## src/rtl/mem_copy_ctrl.sv

```systemverilog
// mem_copy_ctrl: byte copy engine in front of the banked memory.
// Reads one source byte, then writes it, stopping on a ROM target.
module mem_copy_ctrl #(
  parameter int ADDR_W    = 7,
  parameter int DATA_W    = 8,
  parameter int ROM_LIMIT = 64
) (
  input  logic              clk,
  input  logic              rst_n,
  input  logic              start,
  input  logic [ADDR_W-1:0] src_addr,
  input  logic [ADDR_W-1:0] dst_addr,
  input  logic [ADDR_W-1:0] len,
  output logic [ADDR_W-1:0] mem_addr,
  output logic              mem_we,
  output logic [DATA_W-1:0] mem_wdata,
  input  logic [DATA_W-1:0] mem_rdata,
  output logic              busy,
  output logic              done,
  output logic              err,
  output logic [ADDR_W-1:0] count,
  output logic [DATA_W-1:0] csum
);

  localparam logic [ADDR_W:0] RomLim = ROM_LIMIT[ADDR_W:0];

  typedef enum logic [1:0] {
    S_IDLE,
    S_READ,
    S_WRITE,
    S_DONE
  } state_t;

  state_t state_q, state_d;

  logic [ADDR_W-1:0] src_q, dst_q, len_q, idx_q;
  logic [DATA_W-1:0] data_q, csum_q;
  logic [ADDR_W-1:0] count_q;
  logic              err_q;

  logic [ADDR_W-1:0] rd_addr, wr_addr, idx_nxt;
  logic              wr_rom, last;

  assign rd_addr = src_q + idx_q;
  assign wr_addr = dst_q + idx_q;
  assign idx_nxt = idx_q + 1'b1;
  assign wr_rom  = {1'b0, wr_addr} < RomLim;
  assign last    = idx_nxt == len_q;

  assign err   = err_q;
  assign count = count_q;
  assign csum  = csum_q;

  // State register.
  always_ff @(posedge clk) begin
    if (!rst_n) state_q <= S_IDLE;
    else        state_q <= state_d;
  end

  // Next-state and Moore output decode.
  always_comb begin
    state_d   = state_q;
    mem_addr  = '0;
    mem_we    = 1'b0;
    mem_wdata = '0;
    busy      = 1'b0;
    done      = 1'b0;
    unique case (state_q)
      S_IDLE: begin
        if (start) begin
          state_d = (len == '0) ? S_DONE : S_READ;
        end
      end
      S_READ: begin
        busy     = 1'b1;
        mem_addr = rd_addr;
        state_d  = S_WRITE;
      end
      S_WRITE: begin
        busy     = 1'b1;
        mem_addr = wr_addr;
        if (wr_rom) begin
          state_d = S_DONE;
        end else begin
          mem_we    = 1'b1;
          mem_wdata = data_q;
          state_d   = last ? S_DONE : S_READ;
        end
      end
      S_DONE: begin
        done    = 1'b1;
        state_d = S_IDLE;
      end
      default: state_d = S_IDLE;
    endcase
  end

  // Datapath: latch request, capture read byte, account writes.
  always_ff @(posedge clk) begin
    if (!rst_n) begin
      src_q   <= '0;
      dst_q   <= '0;
      len_q   <= '0;
      idx_q   <= '0;
      data_q  <= '0;
      count_q <= '0;
      csum_q  <= '0;
      err_q   <= 1'b0;
    end else begin
      unique case (state_q)
        S_IDLE: begin
          if (start) begin
            src_q   <= src_addr;
            dst_q   <= dst_addr;
            len_q   <= len;
            idx_q   <= '0;
            count_q <= '0;
            csum_q  <= '0;
            err_q   <= 1'b0;
          end
        end
        S_READ: begin
          data_q <= mem_rdata;
        end
        S_WRITE: begin
          if (wr_rom) begin
            err_q <= 1'b1;
          end else begin
            count_q <= count_q + 1'b1;
            csum_q  <= csum_q + data_q;
            idx_q   <= idx_nxt;
          end
        end
        default: ;
      endcase
    end
  end

endmodule
```

## config.mk

```make
export PLATFORM = sky130hd
export DESIGN_NAME = mem_copy_ctrl
export DESIGN_NICKNAME = d
export VERILOG_FILES = /design/src/rtl/mem_copy_ctrl.sv
export SDC_FILE = /design/constraint.sdc
export NUM_CORES = 1
export LEC_CHECK = 0
export ABC_CLOCK_PERIOD_IN_PS = 5900
export BUFFER_PORTS_ARGS = -buffer_cell sky130_fd_sc_hd__buf_4
export CELL_PAD_IN_SITES_DETAIL_PLACEMENT = 1
export CELL_PAD_IN_SITES_GLOBAL_PLACEMENT = 1
export CORE_AREA = 2 2 89 91
export DETAILED_ROUTE_END_ITERATION = 8
export DIE_AREA = 0 0 91 93
export GPL_ROUTABILITY_DRIVEN = 0
export PLACE_DENSITY = 0.8
export SYNTH_ARGS = -nofsm -noshare
export SYNTH_HDL_FRONTEND = slang
export SYNTH_SLANG_ARGS = --single-unit
```

## constraint.sdc

```tcl
create_clock -name clk -period 5.9 [get_ports clk]
set_input_delay 0.295 -clock clk [delete_from_list [all_inputs] [get_ports clk]]
set_output_delay 0.295 -clock clk [all_outputs]
set_load 0.03 [all_outputs]
```

==> summary.log <==
INFO  timing         setup_total_negative_slack=0ns
INFO  pwr            leakagePower=1.64nW
INFO  clock_network  worstSkewPairLatency=0.31ns
INFO  floorplan      die_h=93um
INFO  setup_path     required=5.61ns
INFO  clock_network  ctsLongestPathBuffers=2
INFO  pwr            total_power=1.04mW
INFO  detailed_routing routed_via_density=5.44
INFO  synthesis      post_synth_instance_area=0.00318mm^2
INFO  pwr            clk_pwr_share=20.9%
INFO  setup_path     setup.worst_path.start_class=register
INFO  timing         maxClockFrequency=0.306GHz
INFO  timing         grt_setup_unrepaired=false
INFO  pwr            power.ir.vdd_worst=0.127mV
INFO  pwr            total_switching_power=0.398mW
INFO  outcome        status=complete, no violations
INFO  setup_path     timing_worst_setup_path_type=register to primary output
INFO  pwr            pd_cells=271mW/mm^2
INFO  detailed_routing wl=8780um
INFO  setup_path     end_kind=primary output
INFO  floorplan      initial_core_util=42.3%
INFO  clock_network  cts.repair.resized=0
INFO  floorplan      rows=32
INFO  synthesis      synth-warning-count=0
INFO  synthesis      post_synth.cell_area_avg=8.29um^2
INFO  detailed_routing vias=2959
INFO  setup_path     crit_family=compound AO/OA/AOI/OAI gates
INFO  clock_network  cts.sinks=54
INFO  pwr            power_switching_share=38.4%
INFO  finish         diodes=0
INFO  synthesis      synth_top_cell_by_area=sky130_fd_sc_hd__dfxtp_1
INFO  setup_path     worst-path-max-fanout=11
INFO  synthesis      sequential_cell_area_fraction_in_the_yosys_report=34.0%
INFO  synthesis      yosys_most_used_dff=sky130_fd_sc_hd__dfxtp_1
INFO  flow_run       cap_viol_max_count=0
INFO  global_route   grt_util_all_layers=21.2%
INFO  timing         timing.final.setup_violations=0
INFO  finish         final_net_count=502
INFO  synthesis      yosys.area.top_type_share=34.0%
INFO  setup_path     crit_path_cell_chain=ha_1 > fa_1 > a211oi_1 > or2_1 > o32a_1 > nand2_1 > a21oi_1 > nor2b_1 > buf_4
INFO  clock_network  htree_levels=2
INFO  synthesis      ffs_latches_synth=54
INFO  pwr            share_comb_of_total_power=36.9%
INFO  detailed_routing number_of_remaining_drc_errors=0
INFO  synthesis      synth_cell_types=49
INFO  clock_network  clock_tree.root_cell=sky130_fd_sc_hd__clkbuf_8
INFO  clock_network  cts_buffers=5
INFO  clock_network  cts_tree=built
INFO  timing         period_needed=3.27ns
INFO  setup_path     cpPeakStageDelay=0.43ns
INFO  clock_network  cts_hold_repair.buffers=0
INFO  timing         max-slew-margin-rel=31.0%
INFO  global_route   globalRoute.totalOverflow=0
INFO  clock_network  clk_transition_reported_paths=0.10ns
INFO  detailed_routing antenna_violating_nets_post_route=0
INFO  synthesis      synthesis.instances=384
INFO  pwr            power.internal=0.638mW
INFO  floorplan      floorplan.core_area=0.00753mm^2
INFO  floorplan      ioPinCount=66
INFO  timing         worst-slew-pin-transition=1.03ns
INFO  timing         fin_crit_sh=55.4%
INFO  synthesis      synthesis.nets=445
INFO  global_route   grt_first_pass_wirelength=14400um
INFO  place          io_buffer_count=65
INFO  timing         final-max-slew-violation-count=0
INFO  detailed_routing detailedRoute.firstIterationViolations=79
INFO  finish         syn2layout_area_growth=20.1%
INFO  pwr            seq_power_share=42.1%
INFO  setup_path     slowest_stage_cell_crit_path=sky130_fd_sc_hd__fa_1
INFO  timing         worst_clock_skew=0.00590ns
INFO  global_route   first_global_vias=3030
INFO  global_route   antenna_found_initial=0
INFO  clock_network  post-cts-setup-buffers=0
INFO  detailed_routing wl_per_cell=16.1um
INFO  synthesis      synth_async_sr_flop_share=0%
INFO  floorplan      floorplan.die.width=91um
INFO  setup_path     data_arrival_time_of_the_critical_path=2.97ns
INFO  place          half_perimeter_wire_length_of_the_detailed_placement_result=6470um
INFO  global_route   largest_net_degree_at_the_start_of_global_routing=39
INFO  timing         final_hold_viol_count=0
INFO  synthesis      synth_edf_count=0
INFO  finish         fill_cells=970
INFO  floorplan      die-area=0.00846mm^2
INFO  setup_path     timing.critical_path.buf_inv=1
INFO  worst_hold_path hold_wc_path_type=input pin to register
INFO  detailed_routing drt_pass1_iterations=4
INFO  finish         post_route_cells_drive_above_1_share=18.3%
INFO  synthesis      ys_top_cells_by_area=sky130_fd_sc_hd__dfxtp_1 34%, sky130_fd_sc_hd__ha_1 10%, sky130_fd_sc_hd__nand2_1 7.1%
[power by group through the flow]
stage | logic [mW] | clock network (mW) | registers [mW]
finish | 0.383 | 0.217 | 0.437
global route | 0.420 | 0.239 | 0.443
CTS | 0.385 | 0.224 | 0.437
detailed placement | 0.383 | 0 | 0.446
global placement | 0.370 | 0 | 0.444
floorplan | 0.276 | 0 | 0.440
[kinds of logic (layout without fill, tap and decap cells)]
| family | Yosys count | after routing | share of synthesized area, % |
|---|---|---|---|
| AOI/OAI and AO/OA | 89 | 89 | 17.2 |
| xor gates and xnor gates | 31 | 31 | 8.77 |
| adders and majority gates | 29 | 29 | 12.1 |
| buffers and inverters | 27 | 85 | 3.74 |
| DFF | 54 | 54 | 34.0 |
| muxes | 10 | 10 | 3.22 |
| and+or+nand+nor | 144 | 144 | 21.0 |
[per-layer routing]
metal / routed length, um / share of wire [%] / GRT usage (%) / vias up
met1: 3910 / 45 / 26.4 / 1456
met5: 0 / 0 / 0 / -
li1: - / - / - / 1445
met3: 273 / 3.1 / 2.98 / 11
met4: 146 / 1.7 / 6.69 / 0
met2: 4450 / 51 / 37.7 / 47
[area by class of cell]
class	instances	area, um^2	share of cell area, %
inverter	10	37.5	0.982
clock inverter	1	5.00	0.131
timing repair buffer	67	503	13.2
multi-input combinational	303	1980	51.8
clock buffer	7	86.3	2.26
sequential	54	1080	28.3
tap	102	128	3.34
[worst register-to-register path, stage by stage, from the launching register on]
cell and delay [ns]:
sky130_fd_sc_hd__dfxtp_1 0.40, sky130_fd_sc_hd__ha_1 0.25, sky130_fd_sc_hd__fa_1 0.43, sky130_fd_sc_hd__a211oi_1 0.39
sky130_fd_sc_hd__or4_1 0.22, sky130_fd_sc_hd__o2111ai_2 0.55, sky130_fd_sc_hd__or3_1 0.56, sky130_fd_sc_hd__a21oi_1 0.15
[state kept, by name, indices dropped and copies added (netlist names)]
name and flops:
src_q 7, err 1, dst_q 7, count 7
idx_q 7, state_q 2, data_q 8, csum 8
len_q 7
[cells in the mapped netlist, drive strengths merged (6+ instances only)]
cell type and count:
or3 6, inv 10, nand3 12, mux2i 8, ha 26, a22oi 12
buf 8, o21ai 11, and2 9, xor2 11, dfxtp 54, nand2 60
a21oi 45, nor2 32, nor2b 8, xnor2 20, clkbuf 9
[metrics by stage]
step / hold WS, ns / setup WS [ns] / utilization [%] / std cells / area (um^2)
after floorplan: 0.431 / 3.36 / - / 384 / 3180
after global placement: 0.456 / 3.03 / 49.6 / 536 / 3730
after detailed placement: 0.457 / 2.97 / 49.6 / 536 / 3730
after CTS: 0.219 / 2.62 / 50.8 / 544 / 3820
after global routing: 0.214 / 2.40 / 50.8 / 544 / 3820
final: 0.220 / 2.63 / 50.8 / 544 / 3820
[cell usage in the layout (no fill, tap or decap), types with 2 or more instances in the layout]
| master | count |
|---|---|
| sky130_fd_sc_hd__buf_4 | 67 |
| sky130_fd_sc_hd__nand2_1 | 60 |
| sky130_fd_sc_hd__dfxtp_1 | 54 |
| sky130_fd_sc_hd__a21oi_1 | 44 |
| sky130_fd_sc_hd__nor2_1 | 32 |
| sky130_fd_sc_hd__ha_1 | 26 |
| sky130_fd_sc_hd__xnor2_1 | 19 |
| sky130_fd_sc_hd__a22oi_1 | 12 |
| sky130_fd_sc_hd__nand3_1 | 12 |
| sky130_fd_sc_hd__xor2_1 | 11 |
| sky130_fd_sc_hd__o21ai_0 | 11 |
| sky130_fd_sc_hd__inv_1 | 10 |
| sky130_fd_sc_hd__nor2b_1 | 8 |
| sky130_fd_sc_hd__and2_1 | 8 |
| sky130_fd_sc_hd__mux2i_1 | 8 |
| sky130_fd_sc_hd__or3_1 | 6 |
| sky130_fd_sc_hd__clkbuf_8 | 6 |
| sky130_fd_sc_hd__a21o_1 | 4 |
| sky130_fd_sc_hd__a211oi_1 | 4 |
| sky130_fd_sc_hd__o211ai_1 | 3 |
| sky130_fd_sc_hd__nand4_1 | 3 |
| sky130_fd_sc_hd__fa_1 | 3 |
| sky130_fd_sc_hd__nor3b_1 | 2 |
| sky130_fd_sc_hd__mux2_1 | 2 |
| sky130_fd_sc_hd__nor3_2 | 2 |
| sky130_fd_sc_hd__nor3_1 | 2 |
| sky130_fd_sc_hd__nor4_1 | 2 |
[worst paths after layout]
kind	endpoint	cells past startpoint	start	slack, ns
worst max register to register	count[4]	7	idx_q[0]	2.88
worst max-delay path	mem_addr[6]	9	idx_q[0]	2.63
worst min-delay path	dst_q[1]	3	dst_addr[1]	0.22
worst min register to register	src_q[2]	2	src_q[2]	0.46
Power figures use the tool's default switching activity.
